### src/rtl/jt51_regs_pkg.sv
// Shared definitions for the JT51 register file: op codes, pipeline stage
// offsets, register field positions and the stage-to-slot helper.
package jt51_regs_pkg;

  typedef enum logic [1:0] {
    OP_M1 = 2'd0,
    OP_M2 = 2'd1,
    OP_C1 = 2'd2,
    OP_C2 = 2'd3
  } op_e;

  // Stage _N looks back N-1 slots from the live counter
  localparam logic [4:0] ST_I   = 5'd0;
  localparam logic [4:0] ST_II  = 5'd1;
  localparam logic [4:0] ST_III = 5'd2;
  localparam logic [4:0] ST_VI  = 5'd5;
  localparam logic [4:0] ST_VII = 5'd6;

  localparam int unsigned RL_LSB   = 6;
  localparam int unsigned FB_LSB   = 3;
  localparam int unsigned PMS_LSB  = 4;
  localparam int unsigned DT1_LSB  = 4;
  localparam int unsigned KF_LSB   = 2;
  localparam int unsigned HI2_LSB  = 6;
  localparam int unsigned D1L_LSB  = 4;
  localparam int unsigned KON_M1   = 3;
  localparam int unsigned KON_C1   = 4;
  localparam int unsigned KON_M2   = 5;
  localparam int unsigned KON_C2   = 6;

  function automatic logic [4:0] stage_slot(input logic [4:0] cyc, input logic [4:0] ofs);
    return cyc - ofs;
  endfunction

endpackage

### src/rtl/jt51_regs_seq.sv
// 5-bit operator slot counter with operator/phase decode.
module jt51_regs_seq
  import jt51_regs_pkg::*;
(
  input  logic       clk,
  input  logic       rst,
  input  logic       cen_i,
  output logic [4:0] cycles_o,
  output logic [1:0] cur_op_o,
  output logic       zero_o,
  output logic       half_o,
  output logic       m1_enters_o,
  output logic       m2_enters_o,
  output logic       c1_enters_o,
  output logic       c2_enters_o
);

  logic [4:0] cyc_q, cyc_d;

  always_comb begin
    cyc_d = cyc_q;
    if (cen_i) cyc_d = cyc_q + 5'd1;
  end

  always_ff @(posedge clk or posedge rst) begin
    if (rst) cyc_q <= '0;
    else     cyc_q <= cyc_d;
  end

  assign cycles_o    = cyc_q;
  assign cur_op_o    = cyc_q[4:3];
  assign zero_o      = (cyc_q == 5'd0);
  assign half_o      = (cyc_q[3:0] == 4'd0);
  assign m1_enters_o = (cur_op_o == OP_M1);
  assign m2_enters_o = (cur_op_o == OP_M2);
  assign c1_enters_o = (cur_op_o == OP_C1);
  assign c2_enters_o = (cur_op_o == OP_C2);

endmodule

### src/rtl/jt51_regs.sv
// JT51 per-slot parameter store, slot sequencer and connection/key-on decode.
module jt51_regs
  import jt51_regs_pkg::*;
(
  input  logic       clk,
  input  logic       rst,
  input  logic       cen,
  input  logic [7:0] din,
  input  logic       up_rl,
  input  logic       up_kc,
  input  logic       up_kf,
  input  logic       up_pms,
  input  logic       up_dt1,
  input  logic       up_tl,
  input  logic       up_ks,
  input  logic       up_amsen,
  input  logic       up_dt2,
  input  logic       up_d1l,
  input  logic       up_keyon,
  input  logic [1:0] op,
  input  logic [2:0] ch,
  input  logic       csm,
  input  logic       overflow_A,
  output logic [1:0] rl_I,
  output logic [2:0] fb_II,
  output logic [2:0] con_I,
  output logic [6:0] kc_I,
  output logic [5:0] kf_I,
  output logic [2:0] pms_I,
  output logic [1:0] ams_VII,
  output logic [2:0] dt1_II,
  output logic [1:0] dt2_I,
  output logic [3:0] mul_VI,
  output logic [6:0] tl_VII,
  output logic [1:0] ks_III,
  output logic [4:0] arate_II,
  output logic       amsen_VII,
  output logic [4:0] rate1_II,
  output logic [4:0] rate2_II,
  output logic [3:0] rrate_II,
  output logic [3:0] d1l_I,
  output logic       keyon_II,
  output logic [1:0] cur_op,
  output logic [4:0] cycles,
  output logic       zero,
  output logic       half,
  output logic       m1_enters,
  output logic       m2_enters,
  output logic       c1_enters,
  output logic       c2_enters,
  output logic       op31_no,
  output logic       op31_acc,
  output logic       use_prevprev1,
  output logic       use_internal_x,
  output logic       use_internal_y,
  output logic       use_prev2,
  output logic       use_prev1
);

  jt51_regs_seq u_seq (
    .clk         (clk),
    .rst         (rst),
    .cen_i       (cen),
    .cycles_o    (cycles),
    .cur_op_o    (cur_op),
    .zero_o      (zero),
    .half_o      (half),
    .m1_enters_o (m1_enters),
    .m2_enters_o (m2_enters),
    .c1_enters_o (c1_enters),
    .c2_enters_o (c2_enters)
  );

  logic [1:0] rl_q  [8];
  logic [2:0] fb_q  [8];
  logic [2:0] con_q [8];
  logic [6:0] kc_q  [8];
  logic [5:0] kf_q  [8];
  logic [2:0] pms_q [8];
  logic [1:0] ams_q [8];

  logic [2:0] dt1_q   [32];
  logic [3:0] mul_q   [32];
  logic [6:0] tl_q    [32];
  logic [1:0] ks_q    [32];
  logic [4:0] ar_q    [32];
  logic       amsen_q [32];
  logic [4:0] d1r_q   [32];
  logic [1:0] dt2_q   [32];
  logic [4:0] d2r_q   [32];
  logic [3:0] d1l_q   [32];
  logic [3:0] rr_q    [32];
  logic       kon_q   [32];

  logic [5:0] csm_cnt_q, csm_cnt_d;
  logic       csm_force;
  logic [4:0] wslot;
  logic [2:0] kch;

  assign wslot = {op, ch};
  assign kch   = din[2:0];

  always_ff @(posedge clk or posedge rst) begin
    if (rst) begin
      rl_q  <= '{default: '0};
      fb_q  <= '{default: '0};
      con_q <= '{default: '0};
      kc_q  <= '{default: '0};
      kf_q  <= '{default: '0};
      pms_q <= '{default: '0};
      ams_q <= '{default: '0};
    end else begin
      if (up_rl) begin
        rl_q[ch]  <= din[RL_LSB +: 2];
        fb_q[ch]  <= din[FB_LSB +: 3];
        con_q[ch] <= din[2:0];
      end
      if (up_kc) kc_q[ch] <= din[6:0];
      if (up_kf) kf_q[ch] <= din[KF_LSB +: 6];
      if (up_pms) begin
        pms_q[ch] <= din[PMS_LSB +: 3];
        ams_q[ch] <= din[1:0];
      end
    end
  end

  always_ff @(posedge clk or posedge rst) begin
    if (rst) begin
      dt1_q   <= '{default: '0};
      mul_q   <= '{default: '0};
      tl_q    <= '{default: '0};
      ks_q    <= '{default: '0};
      ar_q    <= '{default: '0};
      amsen_q <= '{default: '0};
      d1r_q   <= '{default: '0};
      dt2_q   <= '{default: '0};
      d2r_q   <= '{default: '0};
      d1l_q   <= '{default: '0};
      rr_q    <= '{default: '0};
      kon_q   <= '{default: '0};
    end else begin
      if (up_dt1) begin
        dt1_q[wslot] <= din[DT1_LSB +: 3];
        mul_q[wslot] <= din[3:0];
      end
      if (up_tl) tl_q[wslot] <= din[6:0];
      if (up_ks) begin
        ks_q[wslot] <= din[HI2_LSB +: 2];
        ar_q[wslot] <= din[4:0];
      end
      if (up_amsen) begin
        amsen_q[wslot] <= din[7];
        d1r_q[wslot]   <= din[4:0];
      end
      if (up_dt2) begin
        dt2_q[wslot] <= din[HI2_LSB +: 2];
        d2r_q[wslot] <= din[4:0];
      end
      if (up_d1l) begin
        d1l_q[wslot] <= din[D1L_LSB +: 4];
        rr_q[wslot]  <= din[3:0];
      end
      // Key-on bit order in the data byte is M1, C1, M2, C2
      if (up_keyon) begin
        kon_q[{OP_M1, kch}] <= din[KON_M1];
        kon_q[{OP_C1, kch}] <= din[KON_C1];
        kon_q[{OP_M2, kch}] <= din[KON_M2];
        kon_q[{OP_C2, kch}] <= din[KON_C2];
      end
    end
  end

  // CSM holds key-on forced for the 32 slots following the triggering cen
  always_comb begin
    csm_cnt_d = csm_cnt_q;
    if (cen) begin
      if (csm && overflow_A)    csm_cnt_d = 6'd32;
      else if (csm_cnt_q != '0) csm_cnt_d = csm_cnt_q - 6'd1;
    end
  end

  always_ff @(posedge clk or posedge rst) begin
    if (rst) csm_cnt_q <= '0;
    else     csm_cnt_q <= csm_cnt_d;
  end

  assign csm_force = (csm_cnt_q != '0);

  logic [4:0] s_i, s_ii, s_iii, s_vi, s_vii;

  assign s_i   = stage_slot(cycles, ST_I);
  assign s_ii  = stage_slot(cycles, ST_II);
  assign s_iii = stage_slot(cycles, ST_III);
  assign s_vi  = stage_slot(cycles, ST_VI);
  assign s_vii = stage_slot(cycles, ST_VII);

  assign rl_I      = rl_q[s_i[2:0]];
  assign fb_II     = fb_q[s_ii[2:0]];
  assign con_I     = con_q[s_i[2:0]];
  assign kc_I      = kc_q[s_i[2:0]];
  assign kf_I      = kf_q[s_i[2:0]];
  assign pms_I     = pms_q[s_i[2:0]];
  assign ams_VII   = ams_q[s_vii[2:0]];

  assign dt1_II    = dt1_q[s_ii];
  assign dt2_I     = dt2_q[s_i];
  assign mul_VI    = mul_q[s_vi];
  assign tl_VII    = tl_q[s_vii];
  assign ks_III    = ks_q[s_iii];
  assign arate_II  = ar_q[s_ii];
  assign amsen_VII = amsen_q[s_vii];
  assign rate1_II  = d1r_q[s_ii];
  assign rate2_II  = d2r_q[s_ii];
  assign rrate_II  = rr_q[s_ii];
  assign d1l_I     = d1l_q[s_i];
  assign keyon_II  = kon_q[s_ii] | csm_force;

  assign op31_acc = c2_enters
                  | (c1_enters & (con_I >= 3'd4))
                  | (m2_enters & (con_I >= 3'd5))
                  | (m1_enters & (con_I == 3'd7));
  assign op31_no  = ~op31_acc;

  assign use_prevprev1  = m1_enters | (m2_enters & (con_I == 3'd5));
  assign use_internal_x = c2_enters & (con_I == 3'd2);
  assign use_internal_y = c2_enters & (con_I <= 3'd2);
  assign use_prev2      = (m2_enters & (con_I <= 3'd2)) | (c2_enters & (con_I == 3'd3));
  assign use_prev1      = (c1_enters & ((con_I == 3'd0) | (con_I == 3'd3) | (con_I == 3'd4)))
                        | (m2_enters & (con_I == 3'd1))
                        | (c2_enters & (con_I == 3'd5));

endmodule

### config.mk
export PLATFORM = sky130hd
export DESIGN_NAME = jt51_regs
export DESIGN_NICKNAME = d
export VERILOG_FILES = /design/src/rtl/jt51_regs_pkg.sv /design/src/rtl/jt51_regs_seq.sv /design/src/rtl/jt51_regs.sv
export SDC_FILE = /design/constraint.sdc
export NUM_CORES = 2
export LEC_CHECK = 0
export BUFFER_PORTS_ARGS = -buffer_cell sky130_fd_sc_hd__buf_2
export CAP_MARGIN = 20
export CORE_UTILIZATION = 40
export CTS_CLUSTER_DIAMETER = 60
export CTS_CLUSTER_SIZE = 20
export DETAILED_ROUTE_END_ITERATION = 12
export RECOVER_POWER = 100
export SLEW_MARGIN = 20
export SYNTH_ARGS = -nofsm -noshare
export SYNTH_HDL_FRONTEND = slang
export SYNTH_SLANG_ARGS = --single-unit
export TNS_END_PERCENT = 30
### constraint.sdc
create_clock -name clk -period 117.6 [get_ports clk]
set_clock_uncertainty 0.15 [all_clocks]
set_input_delay 17.64 -clock clk [delete_from_list [all_inputs] [get_ports clk]]
set_output_delay 17.64 -clock clk [all_outputs]
set_load 0.01 [all_outputs]
==> flow_summary.yaml <==
outcome:
  status: "finished, violations left"
  violations: "capacitance limit, slew limit"
global_routing:
  grt_overflow: 0
  grt_pass1_vias: 41900
  grt_usage_pct: 20.6
  grt_pass1_wl_um: 284000
  grt_max_degree: 157
  antenna_found_initial: 12
logic_synthesis:
  synth-edff-count: 0
  syn_area_per_cell_um2: 16.0
  synth_area_leader_cell: "dfrtp_1"
  synthTopCellsByArea: "dfrtp_1, mux2_2, mux4_2, nand2_1, clkbuf_1"
  synth-seq-cells: 1595
  synth_top_area_share_pct: 55.0
  synth-async-reset-ratio_pct: 100
  yosysWarnings: 0
  syn_inst: 4528
  syn_area_mm2: 0.0726
  synth.distinct_cells: 45
  synth_ff_type: "dfrtp_1"
  seq_area_frac_synth_pct: 55.0
  syn-num-nets: 4565
sta:
  drv_slew: 2868
  tns_ps: 0
  post-route-min-period_ps: 35510
  setup_viol: 0
  hold_viol: 0
  fin_crit_sh_pct: 30.2
  tightestPinTransition_ps: 9190
  max_freq_mhz: 28.2
  rsz0062_at_grt: "no"
  timing.slew.headroom_pct: -513
critical_path:
  cp.arrival_ps: 35280
  cp-end-kind: "async pin"
  path_max_fanout: 153
  crit_type: "input pin to async pin"
  critPathRequiredTime_ps: 117370
  cp-start-kind: "input pin"
clocking:
  cts_tree: "yes"
  clock_sinks: 1595
  clockBufferDepth: 3
  clock_latency_ps: 790
  root_buffer: "clkbuf_16"
  hold_buffers: 0
  numCtsBuffers: 131
  post_cts_buffers: 0
  clk_pin_slew_ps: 70
  htreeDepth: 4
  cts-resized-gates: 0
min_path:
  hold_path.class: "flip-flop to flip-flop"
placement:
  dp_hpwl_um: 116000
  gp_congestion: 0.765
  numPortBuffers: 117
detailed_routing:
  top_layer: "met5"
  drt-vias-per-instance: 5.68
  wl_per_cell_um: 26.6
  wl_met1_um: 84400
  dr.pass1.iters: 5
  detail_route.wirelength_um: 186000
  drc: 0
  ant_nets: 0
  wl_met2_um: 89600
  first_iter_violations: 2598
  vias: 39800
  wl_met3_um: 7700
pwr:
  p_total_uw: 1960
  p_int_uw: 1300
  vdd_drop_max_v: 0.0000293
  p_sw_uw: 662
  swShare_pct: 33.7
  clkPwrFrac_pct: 24.2
  p_per_area_mw_per_mm2: 24.6
  pwr-share-seq_pct: 36.6
  combPwrFrac_pct: 39.3
  leakage_uw: 0.0350
die:
  core-area_mm2: 0.181
  ios: 118
  die_area_mm2: 0.183
  dieWidth_um: 428
  rows: 156
  fp.dieH_um: 428
  start_util_pct: 40.2
finish:
  fill_cells: 15900
  drive_gt1_share_pct: 51.9
  area_delta_synth_final_pct: 9.89
  layout_commonest_cell: "mux2_2"
  nets: 4564
  layout_common_cells: "mux2_2, dfrtp_1, mux4_2, nand2_1, clkbuf_16"
run:
  drv_cap: 47
==> registers in the layout (all words and copies together), names as in the netlist, 48 cells and up <==
signal	flops
rr_q	128
ks_q	64
tl_q	224
kf_q	48
d1l_q	128
d2r_q	160
mul_q	128
dt2_q	64
dt1_q	96
kc_q	56
d1r_q	160
ar_q	160
==> synth_stat cells (2+ instances only) <==
| library cell | n |
|---|---|
| buf_2 | 52 |
| nand2b_1 | 9 |
| o21a_1 | 2 |
| o21ai_0 | 3 |
| nand4_1 | 2 |
| a21oi_1 | 4 |
| ha_1 | 8 |
| mux2i_1 | 13 |
| nand4b_1 | 3 |
| inv_1 | 8 |
| or2_2 | 5 |
| buf_4 | 5 |
| mux2_2 | 1626 |
| nand3b_1 | 3 |
| nor2_2 | 4 |
| xnor2_1 | 11 |
| and2_1 | 3 |
| nor3_1 | 4 |
| clkbuf_1 | 255 |
| nor2b_1 | 5 |
| xor2_1 | 10 |
| or3b_2 | 2 |
| o221ai_1 | 4 |
| dfrtp_1 | 1595 |
| nor2_1 | 66 |
| mux4_2 | 472 |
| nand2_1 | 282 |
| nand3_1 | 18 |
| inv_2 | 2 |
| or3_1 | 3 |
| buf_6 | 6 |
| nor3b_1 | 3 |
| and3_1 | 2 |
| buf_1 | 24 |
| a221oi_1 | 4 |
==> kinds of logic (layout without fill, tap and decap cells) <==
logic type | after synthesis | in the layout | synth area share, %
AND/OR/NAND/NOR | 416 | 416 | 2.37
XOR/XNOR | 21 | 21 | 0.253
other | 0 | 5 | 0
buffers and inverters | 352 | 458 | 2.00
flip-flops | 1595 | 1595 | 55.0
AO/OA/AOI/OAI | 24 | 24 | 0.241
adder cells (fa/ha/maj) | 9 | 9 | 0.152
multiplexers | 2111 | 2111 | 40.0
==> metal layers <==
metal  up-vias  GRT usage, %
li1      16900             -
met1     22000          29.4
met2       702          32.6
met3       228          3.36
met4         4          5.60
met5         -             0
==> final cells by class <==
class,count,area (um^2),area share [%]
well taps,2370,2970,3.72
clock buffers,155,3570,4.48
inverters,10,38.8,0.0486
repair buffers,208,986,1.24
clock inverters,85,1010,1.26
flip-flops and latches,1595,39900,50.0
multi-input cells,2581,31300,39.2
diodes,5,12.5,0.0157
==> stage by stage <==
stage	hold WS [ps]	util, %	cell area [um^2]	worst slack [ps]	std cells
2_1_floorplan	324	-	72600	54800	4528
3_3_place_gp	332	41.9	75600	94500	6763
3_5_place_dp	337	41.9	75600	94440	6763
4_1_cts	353	44.4	80200	93560	7003
5_1_grt	360	44.2	79800	78130	7006
6_report	350	44.2	79800	82090	7009
==> worst max-delay path, stage by stage <==
cell,delay [ps]
buf_2,100
clkinvlp_2,2480
clkbuf_1,5680
clkbuf_1,2930
clkbuf_1,2880
clkbuf_1,3150
==> final timing paths <==
path / startpoint / to / slack (ps) / depth (start not counted)
max: rst / con_q[18] / 82090 / 6
max reg2reg: u_seq.cycles_o[0] / u_seq.cycles_o[3] / 112840 / 3
min in group asynchronous: rst / tl_q[170] / 18040 / 2
min reg2reg: d2r_q[92] / d2r_q[92] / 350 / 1
max in group clk: u_seq.cycles_o[0] / ks_III[1] / 86190 / 6
min: d2r_q[92] / d2r_q[92] / 350 / 1
==> power by group through the flow <==
stage	Sequential, uW	Clock (uW)	Combinational, uW
after global routing	732	508	823
final	718	475	771
after global placement	725	0	773
after CTS	717	487	784
after floorplan	709	0	550
after detailed placement	727	0	781
No activity file was read; power rests on OpenSTA's default activity.
